File: src/rtl/bwt_pkg.sv
// ---------------------------------------------------------------------------
// bwt_pkg
// Shared types and constants for the BWT merge-sort datapath. Used by the
// run pre-sort stage and by the downstream two-FIFO merge stage.
//   BYTE_W       : width of one symbol on every byte path
//   bwt_state_t  : IDLE / LOAD / SORT / DRAIN control states
//   fifo_sel_t   : which of the two run FIFOs a run belongs to (L=0, R=1)
// ---------------------------------------------------------------------------
package bwt_pkg;

  localparam int BYTE_W = 8;

  typedef enum logic [1:0] {
    IDLE  = 2'd0,
    LOAD  = 2'd1,
    SORT  = 2'd2,
    DRAIN = 2'd3
  } bwt_state_t;

  typedef enum logic {
    SEL_L = 1'b0,
    SEL_R = 1'b1
  } fifo_sel_t;

  // Runs alternate between the two FIFOs; this gives the FIFO for the next run.
  function automatic fifo_sel_t other_fifo(input fifo_sel_t sel);
    return (sel == SEL_L) ? SEL_R : SEL_L;
  endfunction

endpackage

File: src/rtl/cmp_swap.sv
// ---------------------------------------------------------------------------
// cmp_swap
// Purely combinational compare-exchange element for the transposition sorter.
//   a, b   : input bytes (unsigned)
//   lo, hi : min(a,b), max(a,b)
// Equal inputs pass straight through (no swap).
// ---------------------------------------------------------------------------
module cmp_swap
  import bwt_pkg::*;
(
  input  logic [BYTE_W-1:0] a,
  input  logic [BYTE_W-1:0] b,
  output logic [BYTE_W-1:0] lo,
  output logic [BYTE_W-1:0] hi
);

  logic swap;

  assign swap = (a > b);
  assign lo   = swap ? b : a;
  assign hi   = swap ? a : b;

endmodule

File: src/rtl/run_presort.sv
// ---------------------------------------------------------------------------
// run_presort
// First stage of the BWT merge sort. Cuts the incoming byte stream into runs
// of RUN_LEN bytes, sorts each run ascending with an odd-even transposition
// network over a local register array, and writes the sorted runs into the
// left / right FIFOs alternately (L, R, L, R, ...). A job is NUM_RUNS runs.
//
// Ports
//   clk, rst_n              : clock (rising edge), async active-low reset
//   start                   : one-cycle job start, only honoured when idle
//   in_data/in_valid/in_ready : input byte stream handshake
//   fifo_l_full/fifo_r_full : FIFO full flags, sampled in the same cycle
//   wr_data                 : byte for the shared FIFO write port
//   wr_fifo_l/wr_fifo_r     : write strobes, mutually exclusive
//   busy                    : job in progress
//   done                    : one-cycle pulse on the first idle cycle after
//                             the last byte of the last run is written
// ---------------------------------------------------------------------------
module run_presort
  import bwt_pkg::*;
#(
  parameter int RUN_LEN  = 4,
  parameter int NUM_RUNS = 2,
  parameter int CNT_W    = $clog2(RUN_LEN) + 1
) (
  input  logic              clk,
  input  logic              rst_n,
  input  logic              start,
  input  logic [BYTE_W-1:0] in_data,
  input  logic              in_valid,
  output logic              in_ready,
  input  logic              fifo_l_full,
  input  logic              fifo_r_full,
  output logic [BYTE_W-1:0] wr_data,
  output logic              wr_fifo_l,
  output logic              wr_fifo_r,
  output logic              busy,
  output logic              done
);

  // Array addressing uses only the low bits of the counters; the extra
  // counter bit exists so the counters can be compared against RUN_LEN-1
  // without wrap concerns.
  localparam int IDX_W = (RUN_LEN > 1) ? $clog2(RUN_LEN) : 1;
  localparam int RC_W  = $clog2(NUM_RUNS) + 1;
  localparam int HALF  = RUN_LEN / 2;

  localparam logic [CNT_W-1:0] LAST_IDX = CNT_W'(RUN_LEN - 1);
  localparam logic [RC_W-1:0]  LAST_RUN = RC_W'(NUM_RUNS - 1);

  bwt_state_t       state_reg, state_next;
  logic [CNT_W-1:0] idx_reg, idx_next;
  logic [CNT_W-1:0] pass_reg, pass_next;
  logic [RC_W-1:0]  run_cnt_reg, run_cnt_next;
  fifo_sel_t        sel_reg, sel_next;
  logic             done_reg, done_next;

  logic [BYTE_W-1:0] run_buf_reg  [RUN_LEN];
  logic [BYTE_W-1:0] run_buf_next [RUN_LEN];

  // Results of one even pass and one odd pass applied to the current buffer.
  logic [BYTE_W-1:0] even_res [RUN_LEN];
  logic [BYTE_W-1:0] odd_res  [RUN_LEN];

  logic [BYTE_W-1:0] drain_byte;
  logic              wr_any;

  // -------------------------------------------------------------------------
  // Transposition network: even pass pairs (0,1),(2,3)...; odd pass pairs
  // (1,2),(3,4)... with the two end elements passing through unchanged.
  // -------------------------------------------------------------------------
  genvar gi;
  generate
    for (gi = 0; gi < HALF; gi++) begin : g_even
      cmp_swap u_cs (
        .a  (run_buf_reg[2*gi]),
        .b  (run_buf_reg[2*gi+1]),
        .lo (even_res[2*gi]),
        .hi (even_res[2*gi+1])
      );
    end

    for (gi = 0; gi < HALF - 1; gi++) begin : g_odd
      cmp_swap u_cs (
        .a  (run_buf_reg[2*gi+1]),
        .b  (run_buf_reg[2*gi+2]),
        .lo (odd_res[2*gi+1]),
        .hi (odd_res[2*gi+2])
      );
    end
  endgenerate

  assign odd_res[0]         = run_buf_reg[0];
  assign odd_res[RUN_LEN-1] = run_buf_reg[RUN_LEN-1];

  assign drain_byte = run_buf_reg[idx_reg[IDX_W-1:0]];
  assign busy       = (state_reg != IDLE);
  assign done       = done_reg;

  // -------------------------------------------------------------------------
  // Next-state, next-data and output decode
  // -------------------------------------------------------------------------
  always_comb begin
    state_next   = state_reg;
    idx_next     = idx_reg;
    pass_next    = pass_reg;
    run_cnt_next = run_cnt_reg;
    sel_next     = sel_reg;
    done_next    = 1'b0;
    for (int k = 0; k < RUN_LEN; k++) begin
      run_buf_next[k] = run_buf_reg[k];
    end
    in_ready  = 1'b0;
    wr_data   = '0;
    wr_fifo_l = 1'b0;
    wr_fifo_r = 1'b0;
    wr_any    = 1'b0;

    case (state_reg)
      IDLE: begin
        if (start) begin
          state_next   = LOAD;
          idx_next     = '0;
          run_cnt_next = '0;
          sel_next     = SEL_L;
        end
      end

      LOAD: begin
        in_ready = 1'b1;
        if (in_valid) begin
          run_buf_next[idx_reg[IDX_W-1:0]] = in_data;
          if (idx_reg == LAST_IDX) begin
            state_next = SORT;
            pass_next  = '0;
            idx_next   = '0;
          end else begin
            idx_next = idx_reg + 1'b1;
          end
        end
      end

      SORT: begin
        // RUN_LEN alternating passes are enough for any input order.
        for (int k = 0; k < RUN_LEN; k++) begin
          run_buf_next[k] = pass_reg[0] ? odd_res[k] : even_res[k];
        end
        if (pass_reg == LAST_IDX) begin
          state_next = DRAIN;
          idx_next   = '0;
        end else begin
          pass_next = pass_reg + 1'b1;
        end
      end

      DRAIN: begin
        wr_data   = drain_byte;
        wr_fifo_l = (sel_reg == SEL_L) && !fifo_l_full;
        wr_fifo_r = (sel_reg == SEL_R) && !fifo_r_full;
        wr_any    = wr_fifo_l || wr_fifo_r;
        // A full FIFO simply holds idx; the same byte is offered again.
        if (wr_any) begin
          if (idx_reg == LAST_IDX) begin
            sel_next     = other_fifo(sel_reg);
            run_cnt_next = run_cnt_reg + 1'b1;
            idx_next     = '0;
            if (run_cnt_reg < LAST_RUN) begin
              state_next = LOAD;
            end else begin
              state_next = IDLE;
              done_next  = 1'b1;
            end
          end else begin
            idx_next = idx_reg + 1'b1;
          end
        end
      end

      default: begin
        state_next = IDLE;
      end
    endcase
  end

  // -------------------------------------------------------------------------
  // State and datapath registers
  // -------------------------------------------------------------------------
  always_ff @(posedge clk or negedge rst_n) begin
    if (!rst_n) begin
      state_reg   <= IDLE;
      idx_reg     <= '0;
      pass_reg    <= '0;
      run_cnt_reg <= '0;
      sel_reg     <= SEL_L;
      done_reg    <= 1'b0;
      for (int k = 0; k < RUN_LEN; k++) begin
        run_buf_reg[k] <= '0;
      end
    end else begin
      state_reg   <= state_next;
      idx_reg     <= idx_next;
      pass_reg    <= pass_next;
      run_cnt_reg <= run_cnt_next;
      sel_reg     <= sel_next;
      done_reg    <= done_next;
      for (int k = 0; k < RUN_LEN; k++) begin
        run_buf_reg[k] <= run_buf_next[k];
      end
    end
  end

endmodule

File: config.mk
export PLATFORM = sky130hd
export DESIGN_NAME = run_presort
export DESIGN_NICKNAME = d
export VERILOG_FILES = /design/src/rtl/bwt_pkg.sv /design/src/rtl/cmp_swap.sv /design/src/rtl/run_presort.sv
export SDC_FILE = /design/constraint.sdc
export NUM_CORES = 1
export LEC_CHECK = 0
export ABC_AREA = 1
export CORE_UTILIZATION = 34
export DETAILED_ROUTE_END_ITERATION = 7
export GPL_TIMING_DRIVEN = 1
export RECOVER_POWER = 100
export SETUP_SLACK_MARGIN = 0.02
export SLEW_MARGIN = 30
export SYNTH_ARGS = -nofsm -noshare
export SYNTH_HDL_FRONTEND = slang
export SYNTH_SLANG_ARGS = --single-unit
File: constraint.sdc
create_clock -name clk -period 1.7 [get_ports clk]
set_input_delay 0.17 -clock clk [delete_from_list [all_inputs] [get_ports clk]]
set_output_delay 0.17 -clock clk [all_outputs]
set_load 0.01 [all_outputs]
==> flow_metrics.env, run 1 <==
export IMPL_outcome="finished with violations"
export IMPL_violations="setup timing"
export IMPL_routed_wl_um=12450
export IMPL_num_rows=35
export IMPL_gp_congestion=0.9034
export IMPL_die_y_um=101.1
export IMPL_grt_pass1_wl_um=18980
export IMPL_cts_tree="yes"
export IMPL_clkSlewWorstSetupHoldPaths_ns=0.09
export IMPL_fin_ws_ns=-0.08293
export IMPL_yosysTopAreaCellShare_pct=33.01
export IMPL_place_area_um2=4387
export IMPL_fp_coreArea_um2=9371
export IMPL_avgSynthCellArea_um2=7.331
export IMPL_hp_start="pass_reg[2]"
export IMPL_startpoint="run_buf_reg[17]"
export IMPL_fin_skew_ns=0.01206
export IMPL_p_leak_nw=2.523
export IMPL_dr_pass1_iters=5
export IMPL_hold_ws_ns=0.4927
export IMPL_cts_root_buf="clkbuf_8"
export IMPL_die_x_um=101.1
export IMPL_min_period_ns=1.783
export IMPL_yosysMostFrequentCell="nand2_1"
export IMPL_fin_crit_sh_pct=104.9
export IMPL_cp_required_ns=1.90
export IMPL_end_kind="flip-flop"
export IMPL_synth_area_um2=3336
export IMPL_ys_top_cells_by_area="dfrtp_1, nand2_1, ha_1"
export IMPL_fmax_ghz=0.5609
export IMPL_cellPowerDensity_nw_per_um2=1763
export IMPL_critPathLaunchType="flip-flop"
export IMPL_hp_class="flip-flop to flip-flop"
export IMPL_die_area_um2=10210
export IMPL_r2r_start="run_buf_reg[17]"
export IMPL_clock_sinks=44
export IMPL_grt_max_degree=26
export IMPL_cts_buffers_inserted=5
export IMPL_total_power_mw=9.690
export IMPL_peakVddDrop_uv=922.3
export IMPL_nets=660
export IMPL_grt_pass1_vias=3955
export IMPL_antenna_cells=0
export IMPL_met1Wirelength_um=5132
export IMPL_crit_arrival_ns=1.98
export IMPL_dp_cells=687
export IMPL_synthArstFlopShare_pct=100.0
export IMPL_tightest_slew_ns=1.250
export IMPL_post_route_cells_drive_above_1_share_pct=45.42
export IMPL_stdcell_area_um2=5498
export IMPL_synth_edf_count=0
export IMPL_cts_buffer_depth=2
export IMPL_drc=0
export IMPL_wl_met3_um=603
export IMPL_synth_largest_area_cell="dfrtp_1"
export IMPL_synth_fp_nets=504
export IMPL_setup_viol=27
export IMPL_io_pins=27
export IMPL_stdcell_count=741
export IMPL_path_max_fanout=8
export IMPL_drt_iter0_drc=151
export IMPL_vias=3886
export IMPL_synth_warnings=0
export IMPL_viasPerCell=5.244
export IMPL_hold_viol_final=0
export IMPL_maxCapViolCount=0
export IMPL_clock_latency_ns=0.31
export IMPL_wl_met2_um=6187
export IMPL_track_usage_pct=24.52
export IMPL_start_util_pct=35.59
export IMPL_antenna_found_initial=0
export IMPL_syn_inst=455
export IMPL_synth_seq_cells=44
export IMPL_grt_ovfl_total=0
export IMPL_avgRoutedWirePerCell_um=16.80
export IMPL_drv_slew=0
export IMPL_h_tree_depth=2
export IMPL_synth_distinct_cells=28
export IMPL_ant_nets=0
export IMPL_top_layer="met4"
export IMPL_relSlewSlack_pct=16.68
export IMPL_io_buffers=26
export IMPL_dp_hpwl_um=8370
export IMPL_yosys_most_used_dff="dfrtp_1"
export IMPL_grt_setup_unrepaired="yes"
export IMPL_critPathKind="flip-flop to flip-flop"
export IMPL_yosysSeqAreaShare_pct=33.01
export IMPL_synth_commonest_cells="nand2_1, inv_1, dfrtp_1"
export IMPL_area_growth_pct=64.82
==> timing repair <==
item | in CTS | in global routing
setup endpoints to repair | 54 | 55
pin swaps | 23 | 41
buffers inserted | 30 | 13
hold buffers | 1 | 0
gates cloned | 3 | 0
endpoints found under the hold margin | 19 | 0
resized for setup | 149 | 89
==> through the flow <==
stage	setup WS [ns]	utilization, %	TNS [ns]
CTS	-0.04650	54.70	-0.2226
global placement	-0.09947	46.81	-2.550
global route	-0.1824	58.66	-4.878
floorplan	0.02271	-	0
finish	-0.08293	58.66	-0.9433
detailed placement	-0.1198	46.81	-3.615
==> area by class of cell <==
| cell class | count | area, um2 |
|---|---|---|
| timing repair inverter | 1 | 6.256 |
| timing repair buffer | 161 | 1368 |
| inverter | 58 | 245.2 |
| clock inverter | 2 | 35.03 |
| clock buffer | 6 | 72.57 |
| sequential | 44 | 1106 |
| tap | 129 | 161.4 |
| fill | 842 | 3874 |
| multi-input combinational | 340 | 2504 |
==> per-layer routing <==
metal,track usage (%),up-vias
li1,-,1860
met1,29.25,1864
met2,42.39,122
met3,3.745,40
met4,12.93,0
met5,0,-
==> where the power goes <==
part | switching (mW) | leakage (nW) | total [mW] | internal, mW
Sequential | 0.260 | 0.587 | 1.60 | 1.34
Combinational | 3.94 | 1.88 | 7.25 | 3.32
Clock | 0.397 | 0.0552 | 0.834 | 0.437
Total | 4.59 | 2.52 | 9.69 | 5.10
==> cells in the final DEF (no fill, tap or decap), types with 10 or more instances in the layout <==
cell type	n
a21oi_1	13
a21oi_2	21
buf_4	109
buf_6	20
clkdlybuf4s50_1	12
dfrtp_1	40
ha_1	19
ha_4	16
inv_1	32
inv_2	18
nand2_1	100
nand2_2	21
nand4_1	19
o21ai_0	17
o21ai_1	21
o221ai_1	10
==> path summary, 6_finish.rpt <==
check	endpoint	slack, ns	cells after the start
worst max-delay path	run_buf_reg[16]	-0.08	10
worst min-delay path	pass_reg[2]	0.49	2
worst max register to register	run_buf_reg[16]	-0.08	10
worst min register to register	pass_reg[2]	0.49	2
max in group asynchronous	odd_res[26]	0.20	3
min in group asynchronous	run_buf_reg[15]	0.63	2
==> cells by family (layout without fill, tap and decap cells) <==
group	count (synthesis)	after routing	synth area share, %
AOI/OAI and AO/OA	121	121	21.68
DFF	44	44	33.01
adders and majority gates	35	35	13.13
and+or+nand+nor	183	184	23.41
buffers and inverters	72	228	8.777
==> worst max-delay path, cell delays in order (launching register included) <==
cell and delay (ns):
dfrtp_1 0.43, buf_6 0.14, ha_4 0.24, buf_4 0.13, buf_4 0.12, nand4_1 0.09, nand2_2 0.07, nand2_4 0.12
nand3_4 0.16, nand2_2 0.12, nand2_2 0.05
(Power assumes the default switching activity.)
==> run 2, diff against run 1 <==
CELL_PAD_IN_SITES_DETAIL_PLACEMENT = 1   (was unset)
CELL_PAD_IN_SITES_GLOBAL_PLACEMENT = 1   (was unset)
PLACE_DENSITY_LB_ADDON = 0.1   (was unset)
==> run 2 against run 1 <==
  * The run still ends with setup timing left
  * Combinational power grew 22%
  * Worst setup slack lost 0.26 ns
  * Via count grew 15%
  * Sequential power grew 2%
  * Critical path type unchanged
  * Register-to-register slack lost 0.26 ns
==> flow_metrics.env, run 2 (synthesis results as in run 1) <==
export IMPL_outcome="finished with violations"
export IMPL_violations="setup timing"
export IMPL_pwr_share_seq_pct=14.5
export IMPL_num_rows=35
export IMPL_routed_wl_um=19000
export IMPL_end_kind="flip-flop"
export IMPL_die_y_um=101.1
export IMPL_fin_skew_ns=0.01924
export IMPL_nFillCells=1116
export IMPL_path_max_fanout=8
export IMPL_r2r_cells=14
export IMPL_nets=683
export IMPL_r2r_end="run_buf_reg[23]"
export IMPL_place_area_um2=4554
export IMPL_final_common_cell="buf_4"
export IMPL_min_period_ns=2.047
export IMPL_drt_iter0_drc=220
export IMPL_maxCapViolCount=0
export IMPL_clock_power_share_pct=7.6
export IMPL_track_usage_pct=31.55
export IMPL_clkSlewWorstSetupHoldPaths_ns=0.11
export IMPL_die_area_um2=10210
export IMPL_total_power_mw=11.34
export IMPL_cts_root_buf="clkbuf_8"
export IMPL_tns_ns=-7.883
export IMPL_relSlewSlack_pct=59.26
export IMPL_drv_slew=0
export IMPL_vias=4479
export IMPL_fin_ws_ns=-0.3471
export IMPL_cp_required_ns=1.89
export IMPL_grt_pass1_wl_um=24080
export IMPL_hold_viol_final=0
export IMPL_ant_nets=0
export IMPL_h_tree_depth=2
export IMPL_r2r_start="run_buf_reg[17]"
export IMPL_tightest_slew_ns=0.6111
export IMPL_start_util_pct=35.59
export IMPL_drc=0
export IMPL_fin_crit_sh_pct=120.4
export IMPL_cellPowerDensity_nw_per_um2=1913
export IMPL_io_pins=27
export IMPL_power_switching_fraction_pct=49.87
export IMPL_fmax_ghz=0.4885
export IMPL_dp_hpwl_um=9782
export IMPL_crit_arrival_ns=2.24
export IMPL_stdcell_area_um2=5926
export IMPL_critPathLaunchType="flip-flop"
export IMPL_p_sw_mw=5.653
export IMPL_clock_sinks=44
export IMPL_grt_max_degree=22
export IMPL_p_leak_nw=2.714
export IMPL_setup_viol=46
export IMPL_area_growth_pct=77.64
export IMPL_grt_pass1_vias=4561
export IMPL_io_buffers=26
export IMPL_p_int_mw=5.683
export IMPL_gp_congestion=0.8584
export IMPL_hold_ws_ns=0.3916
export IMPL_fp_coreArea_um2=9371
export IMPL_avgRoutedWirePerCell_um=24.83
export IMPL_die_x_um=101.1
export IMPL_clock_latency_ns=0.32
export IMPL_dr_pass1_iters=5
export IMPL_cts_tree="yes"
export IMPL_layout_common_cells="buf_4, nand2_1, dfrtp_1"
export IMPL_grt_ovfl_total=0
export IMPL_post_route_util_pct=63.23
export IMPL_p_comb_share_pct=77.9
export IMPL_cts_buffer_depth=2
export IMPL_hp_class="input port to async pin"
export IMPL_viasPerCell=5.855
export IMPL_antenna_found_initial=1
export IMPL_peakVddDrop_uv=908.5
export IMPL_grt_setup_unrepaired="yes"
export IMPL_post_route_cells_drive_above_1_share_pct=52.28
export IMPL_r2r_slack_ns=-0.35
export IMPL_cts_buffers_inserted=5
export IMPL_critPathKind="flip-flop to flip-flop"
[run 2: cell count changes in the layout (fill, tap and decap cells not counted), sizes merged]
cell and delta:
buf +17, clkbuf +3, dlygate4sd2 +2, clkdlybuf4s15 +1
clkinvlp -1, diode +1, inv +1
[run 2: final cells by class]
class	instances	area [um2]	share of cell area, %
multi-input combinational	340	2671	45.08
clock inverter	2	35.03	0.5912
inverter	58	232.7	3.927
timing repair buffer	184	1632	27.53
clock buffer	6	72.57	1.225
antenna	1	2.502	0.04223
tap	129	161.4	2.724
sequential	44	1107	18.69
timing repair inverter	1	11.26	0.1900
[run 2: layer usage]
layer  vias to the layer above  GRT usage (%)  wire [um]
met5                         -              0          0
met4                         0          16.50       1126
met3                        87          4.577       1191
met2                       234          57.61       9592
met1                      2250          35.31       7087
li1                       1908              -          -
[run 2: repair_timing]
action | 4_1_cts | 5_1_grt
setup endpoints to repair | 54 | 54
hold buffers | 1 | 0
resized for setup | 153 | 132
gates cloned | 4 | 1
hold endpoints to repair | 19 | 0
buffers inserted | 29 | 21
pin swaps | 27 | 55
[run 2: power groups by stage]
stage	Combinational [mW]	Clock, mW	Sequential, mW
floorplan	2.66	0	1.56
global placement	4.91	0	1.57
detailed placement	5.09	0	1.58
CTS	6.64	0.855	1.59
global route	9.23	0.903	1.67
finish	8.83	0.865	1.64
[run 2: critical path, cell delays in order (launching register included)]
cell and delay [ns]:
dfrtp_1 0.43, buf_6 0.14, ha_4 0.27, nand2_2 0.06
nand2_2 0.07, nand2_2 0.06, nand2_2 0.07, nand2_2 0.06
nand2_2 0.08, nand2_2 0.07, nand2_4 0.12, buf_6 0.12
nand3_4 0.14, nand2_1 0.16, nand2_1 0.09
[run 2: per-stage QoR]
step	worst slack [ns]	instances
detailed placement	-0.2317	706
CTS	-0.1624	746
global placement	-0.1632	706
global route	-0.3993	764
floorplan	0.02271	455
finish	-0.3471	765
[run 2: worst max path at each step]
stage | start | to
global route | run_buf_reg[17] | run_buf_reg[23]
finish | run_buf_reg[17] | run_buf_reg[23]
floorplan | idx_reg[0] | odd_res[29]
CTS | run_buf_reg[11] | odd_res[5]
global placement | run_buf_reg[23] | run_buf_reg[22]
detailed placement | run_buf_reg[23] | run_buf_reg[20]
